### config.mk
export PLATFORM = sky130hd
export DESIGN_NAME = conversor_bcd
export DESIGN_NICKNAME = d
export VERILOG_FILES = /design/src/rtl/conversor_bcd.sv
export SDC_FILE = /design/constraint.sdc
export NUM_CORES = 1
export LEC_CHECK = 0
export BUFFER_PORTS_ARGS = -buffer_cell sky130_fd_sc_hd__buf_2
export CAP_MARGIN = 20
export CORE_ASPECT_RATIO = 0.7
export CORE_MARGIN = 2
export CORE_UTILIZATION = 50
export CTS_BUF_LIST = sky130_fd_sc_hd__clkbuf_8
export DETAILED_ROUTE_END_ITERATION = 12
export HOLD_SLACK_MARGIN = 0.02
export MAX_ROUTING_LAYER = met4
export PLACE_DENSITY = 0.71
export SLEW_MARGIN = 20
export SYNTH_ARGS = -nofsm -noshare
export SYNTH_HDL_FRONTEND = slang
export SYNTH_SLANG_ARGS = --single-unit
export TNS_END_PERCENT = 50
### constraint.sdc
create_clock -name clk -period 2.3 [get_ports clk]
set_input_delay 0.115 -clock clk [delete_from_list [all_inputs] [get_ports clk]]
set_output_delay 0.115 -clock clk [all_outputs]
set_load 0.01 [all_outputs]
### src/rtl/conversor_bcd.sv
// Sequential binary-to-BCD converter using the double-dabble (shift-and-add-3) algorithm.
// One bit is consumed per clock; a new result appears WIDTH cycles after start is accepted.
module conversor_bcd #(
  parameter int WIDTH  = 16,
  parameter int DIGITS = 5
) (
  input  logic                clk,
  input  logic                reset,
  input  logic                start,
  input  logic [WIDTH-1:0]    bin,
  output logic                busy,
  output logic                done,
  output logic [4*DIGITS-1:0] bcd
);

  localparam int SW = 4 * DIGITS;
  localparam int CW = $clog2(WIDTH + 1);

  typedef enum logic {IDLE, SHIFT} state_t;

  state_t           state_q;
  logic [WIDTH-1:0] shift_q;
  logic [SW-1:0]    scratch_q;
  logic [SW-1:0]    bcd_q;
  logic [CW-1:0]    cnt_q;
  logic             busy_q;
  logic             done_q;

  logic [SW-1:0]    scratch_d;
  logic [WIDTH-1:0] shift_d;

  // Add 3 to every digit that would overflow past 9 once doubled by the shift.
  function automatic logic [SW-1:0] dabble_adjust(input logic [SW-1:0] s);
    logic [SW-1:0] r;
    r = s;
    for (int i = 0; i < DIGITS; i++) begin
      if (s[4*i +: 4] >= 4'd5) r[4*i +: 4] = s[4*i +: 4] + 4'd3;
    end
    return r;
  endfunction

  always_comb begin
    {scratch_d, shift_d} = {dabble_adjust(scratch_q), shift_q} << 1;
  end

  always_ff @(posedge clk) begin
    if (reset) begin
      state_q   <= IDLE;
      shift_q   <= '0;
      scratch_q <= '0;
      bcd_q     <= '0;
      cnt_q     <= '0;
      busy_q    <= 1'b0;
      done_q    <= 1'b0;
    end else begin
      done_q <= 1'b0;
      case (state_q)
        IDLE: begin
          if (start) begin
            shift_q   <= bin;
            scratch_q <= '0;
            cnt_q     <= CW'(WIDTH);
            busy_q    <= 1'b1;
            state_q   <= SHIFT;
          end
        end
        SHIFT: begin
          shift_q   <= shift_d;
          scratch_q <= scratch_d;
          cnt_q     <= cnt_q - CW'(1);
          // Last shift: publish the fully shifted scratch, not the pre-shift value.
          if (cnt_q == CW'(1)) begin
            bcd_q   <= scratch_d;
            done_q  <= 1'b1;
            busy_q  <= 1'b0;
            state_q <= IDLE;
          end
        end
        default: state_q <= IDLE;
      endcase
    end
  end

  assign busy = busy_q;
  assign done = done_q;
  assign bcd  = bcd_q;

endmodule

== Word level (Yosys, flattened, before mapping) ==
Index checks and enable logic that the tools add are counted.

* Logic and storage cells: 43
* Input port bits: 19
* Bits in registers: 64
* Output and inout bits: 22

* Multiplexer cells: 18
* Bitwise logic cells: 1
* $add $sub $neg: 6
* Reductions and logical operators: 3
* Eq/ne operators: 3
* Magnitude comparators: 5

{| class="wikitable"
|+ Operator list
! kind !! count
|-
| 20-bit one-hot mux with 2 select lines || 1
|-
| 16-bit one-hot mux with 2 select lines || 1
|-
| 4-bit by 3-bit >= comparator with 1-bit output (second input constant) || 5
|-
| 20-bit two-way mux || 1
|-
| 4-bit by 2-bit adder with 4-bit output (second input constant) || 4
|-
| 16-bit two-way mux || 1
|-
| 4-bit two-way mux || 4
|-
| 5-bit one-hot mux with 2 select lines || 1
|-
| 5-bit by 1-bit equality test with 1-bit output (second input constant) || 1
|-
| 1-bit two-way mux || 5
|-
| 5-bit two-way mux || 1
|-
| 5-bit by 1-bit subtractor with 5-bit output (second input constant) || 1
|-
| 1-bit one-hot mux with 2 select lines || 2
|-
| 2-bit AND reduction || 2
|-
| 3-bit by 2-bit adder with 3-bit output (second input constant) || 1
|-
| 3-bit two-way mux || 1
|-
| 2-bit by 1-bit inequality test with 1-bit output (second input constant) || 1
|-
| 2-bit inequality test (second input constant) || 1
|-
| 2-bit OR reduction || 1
|-
| 1-bit NOT || 1
|}

== Logic depth before layout (Yosys ltp) ==
* Word-level depth: 3
* Depth in mapped cells: 7
* Mapped depth without buffers: 6

== Worst setup path before layout ==
OpenSTA, ideal clock, no wires.

* Path kind: register to register
* Start: register scratch_q[9]
* End: register scratch_q[10]
* Arrival time: 1.281 ns
* Path buffers: 0
* Library setup time: 0.059 ns
* Stages on the path, launching flop included: 7
* Required time: 2.241 ns
* Period minus slack after synthesis: 1.339 ns
* Setup slack: 0.961 ns
* Cell sequence: dfxtp_1 inv_1 ha_1 nand2b_1 a21oi_1 mux2i_1 a22o_1

* Longest elaborated chain between the ends: 3
* Elaborated cells between the ends (all ways): 4
* Those cells by class: add/sub (1); order compare (1); mux (2)

{| class="wikitable"
|+ RTL lines
! item !! RTL line !! source
|-
| start: declaration || 23 || <nowiki>logic [SW-1:0] scratch_q;</nowiki>
|-
| start signal: assignment || 69 || <nowiki>scratch_q <= scratch_d;</nowiki>
|-
| 4-bit by 2-bit adder with 4-bit output or 4-bit by 3-bit >= comparator with 1-bit output (tied branches) || 37 || <nowiki>if (s[4*i +: 4] >= 4'd5) r[4*i +: 4] = s[4*i +: 4] + 4'd3;</nowiki>
|-
| 4-bit two-way mux * || 37 ||
|-
| 20-bit one-hot mux with 2 select lines * || 57 || <nowiki>case (state_q)</nowiki>
|}

Every way passes the cells marked *; elsewhere a longest branch is shown, timed or not.
A chain may end at the register's enable or synchronous reset.

== Worst setup path in the final report ==
* Start: register scratch_q[13]
* End: register bcd_q[14] (netlist: bcd[14])

* Longest elaborated chain between the ends: 2
* Elaborated cells between the ends (all ways): 3
* Those cells by class: add/sub (1); order compare (1); mux (1)

{| class="wikitable"
|+ RTL lines
! item !! RTL line !! source
|-
| 4-bit by 2-bit adder with 4-bit output or 4-bit by 3-bit >= comparator with 1-bit output (tied branches) || 37 ||
|-
| 4-bit two-way mux * || 37 ||
|-
| end signal: assignment || 73 || <nowiki>bcd_q <= scratch_d;</nowiki>
|-
| end: declaration || 24 || <nowiki>logic [SW-1:0] bcd_q;</nowiki>
|}

Marks and branches as above.

==> metrics.txt <==
Seq/Total Area, Yosys=~45%; vias=2,273; Die H=~67 µm; syn avg cell area=between 9 and 10 µm²; Die ar.=roughly 6300 µm²; Layout area overhead=14.5%; critical path startpoint category=flip-flop; R2R cell count=6; largest net degree at the start of global routing=31; number of global-route vias before repair=approximately 2,000; I/O pin count=~40; placed inst area=3080 µm²; Final nets=380; Post-DRT Antenna Nets=0; Antenna Cells=0; most frequent cells in the layout=dfxtp_1 (63), buf_2 (40), a21oi_1 (38); Tcrit/Tclk final=67.3%; drt pass-1 iters=4; CTS Hold Bufs=0; initial core utilization=52.9%; GPL Wtd Cong=approximately 0.75; CORE AREA=between 5000 and 6000 µm²; TritonCTS clock tree=done; met1 GRT Util=between 20% and 30%; Yosys warning total=0; Final Power=2.22 mW; worst r2r src=scratch_q[13]; CTS Sinks=64; post-route cell area=approximately 3300 µm²; GRT busiest layer=met2; CP arrival=approximately 1800 ps; Slew HR=roughly 60%; CTS Buffer Depth=2; Sequential cell area=between 1000 and 1500 µm²; Post-CTS Resized=0; fin. max-slew vios=0; critical path, cell by cell=inv_1 -> ha_1 -> nand2b_1 -> a21oi_1 -> mux2i_1 -> a22o_1; Reg clk slew, reported paths=70 ps; worst reg2reg path endpoint=bcd[14]; minimum clock period=~1500 ps; Vias per Instance=between 5 and 6; slowest cell delay on critical path=between 300 and 400 ps; PortBufs=40; mapped cell area=2840 µm²; first-pass GRT wire length=9580 µm; total CTS buffers=9; Worst Hold Class=input pin to flip-flop; count of final hold-check violations=0; r2r setup slk=roughly 750 ps; H-tree lvl count=3; worst setup path start=scratch_q[13]; kind of critical path=flip-flop to flip-flop; Pwr per Cell Area=681 nW/µm²; Lkg Pwr=between 1 and 1.5 nW; post-CTS setup buffers=0; Max stage delay cell, worst path=dfxtp_1; worst-skew pair later-pin latency=approximately 330 ps; commonest non-fill, non-tap cell in the layout=dfxtp_1; Worst-Margin Slew=between 500 and 600 ps; num rows=22; Fillers=between 400 and 500; met3 global-route usage=around 7.5%; layout cells sized above 1=between 10% and 20%; end point of the critical path=bcd[14]; Syn Nets=around 340; GRT overflow=0; crit path max fanout=3; Setup violations, final=0; Yosys reg bits=64; Worst setup EP type=flip-flop; Max Cap Viol=0; final wirelength=~5600 µm; Tot GR Track Use=between 20% and 30%; setup tns final=0 ps; dpl hpwl=3770 µm; DRC=0; Mapped Cells=a little over 300; VDD IR max=about 0.40 mV; Root Buffer=clkbuf_8; area of the multi-input gates=roughly 1400 µm²; status=complete, no violations; fmax=646 MHz; chip width=94.1 µm; initial antenna violation count=0; Setup Skew=between 9 and 10 ps; GRT met2 Usage=30.9%; DR WL/cell=around 13 µm; RSZ-0062 raised after global routing=false; critical path required time=2570 ps; initial drt markers=98; Distinct cells, synth=32
synth_stat cells:
library cell | n | area (µm²)
nand3b_1 | 1 | 7.51
o21a_1 | 2 | 15.0
buf_6 | 2 | 22.5
buf_2 | 9 | 45.0
inv_1 | 13 | 48.8
nand2b_1 | 7 | 43.8
mux2i_1 | 22 | 220
buf_4 | 3 | 22.5
nor2b_1 | 3 | 18.8
nand2_2 | 1 | 6.26
nor3_1 | 3 | 15.0
clkbuf_1 | 1 | 3.75
dfxtp_1 | 64 | 1280
o31a_1 | 1 | 8.76
o21ai_1 | 1 | 5.00
clkinv_2 | 1 | 5.00
xnor2_1 | 6 | 52.6
nor2_2 | 1 | 6.26
nor2_1 | 35 | 131
a22o_1 | 21 | 184
nor3_2 | 1 | 10.0
buf_1 | 1 | 3.75
nor3b_1 | 14 | 105
o21ai_0 | 22 | 110
a21oi_1 | 38 | 190
nand3_1 | 5 | 25.0
ha_1 | 12 | 150
a21oi_2 | 1 | 8.76
nand2_1 | 14 | 52.6
nor4b_4 | 1 | 23.8
a41oi_1 | 1 | 8.76
a211oi_1 | 1 | 7.51
sequential cells by signal, summed over array words and instances, names as in the netlist:
register and flops:
bcd 20, scratch_q 20, shift_q 16, cnt_q 5, busy 1, done 1, state_q 1
cell families (layout without fill, tap and decap cells):
group	Yosys count	in the layout	share of synthesized area (%)
compound gates	88	88	19.0
xor+xnor	6	6	1.85
fa+ha+maj	12	12	5.29
buf+inv	30	74	5.33
flops	64	64	45.1
mux	22	22	7.76
simple gates	86	86	15.7
through the flow:
stage               util (%)  std cells  worst slack, ps  hold slack (ps)
floorplan                  -        308              961              310
global placement        57.3        410              824              407
detailed placement      57.3        410              779              418
CTS                     60.6        424              765             66.9
global route            60.6        424              621             66.4
finish                  60.6        424              753             74.3
per-layer routing:
| layer | vias up | routed length [µm] |
|---|---|---|
| met5 | - | 0 |
| met4 | 0 | 27 |
| met3 | 4 | 272 |
| met2 | 46 | 2460 |
| met1 | 1070 | 2890 |
| li1 | 1153 | - |
worst min-delay path by stage:
stage | depth (start not counted) | end | start
3_5_place_dp | 3 | shift_q[0] | bin[0]
3_3_place_gp | 3 | shift_q[0] | bin[0]
5_1_grt | 3 | shift_q[0] | bin[0]
4_1_cts | 3 | shift_q[0] | bin[0]
2_1_floorplan | 2 | shift_q[0] | bin[0]
6_report | 3 | shift_q[0] | bin[0]
layout make-up:
cell class | instances | share of cell area, %
Multi-Input combinational cell | 214 | 43.2
Sequential cell | 64 | 39.4
Timing Repair Buffer | 46 | 7.54
Clock buffer | 9 | 3.81
Tap cell | 72 | 2.77
Inverter | 14 | 1.65
Clock inverter | 5 | 1.54
worst max-delay path, delay by kind of cell (launching register included):
family          cells  cell delay (ps)
compound gates      2              440
fa+ha+maj           1              170
buf+inv             1               80
flops               1              350
mux                 1              300
simple gates        1              140
power breakdown:
group | internal, mW | leakage (nW) | switching, mW | total (mW)
clock | 0.480 | 0.0945 | 0.392 | 0.872
sequential | 1.14 | 0.520 | 0.0222 | 1.16
combinational | 0.0757 | 0.770 | 0.108 | 0.183
total | 1.69 | 1.38 | 0.522 | 2.22
No activity file was read; power rests on OpenSTA's default activity.
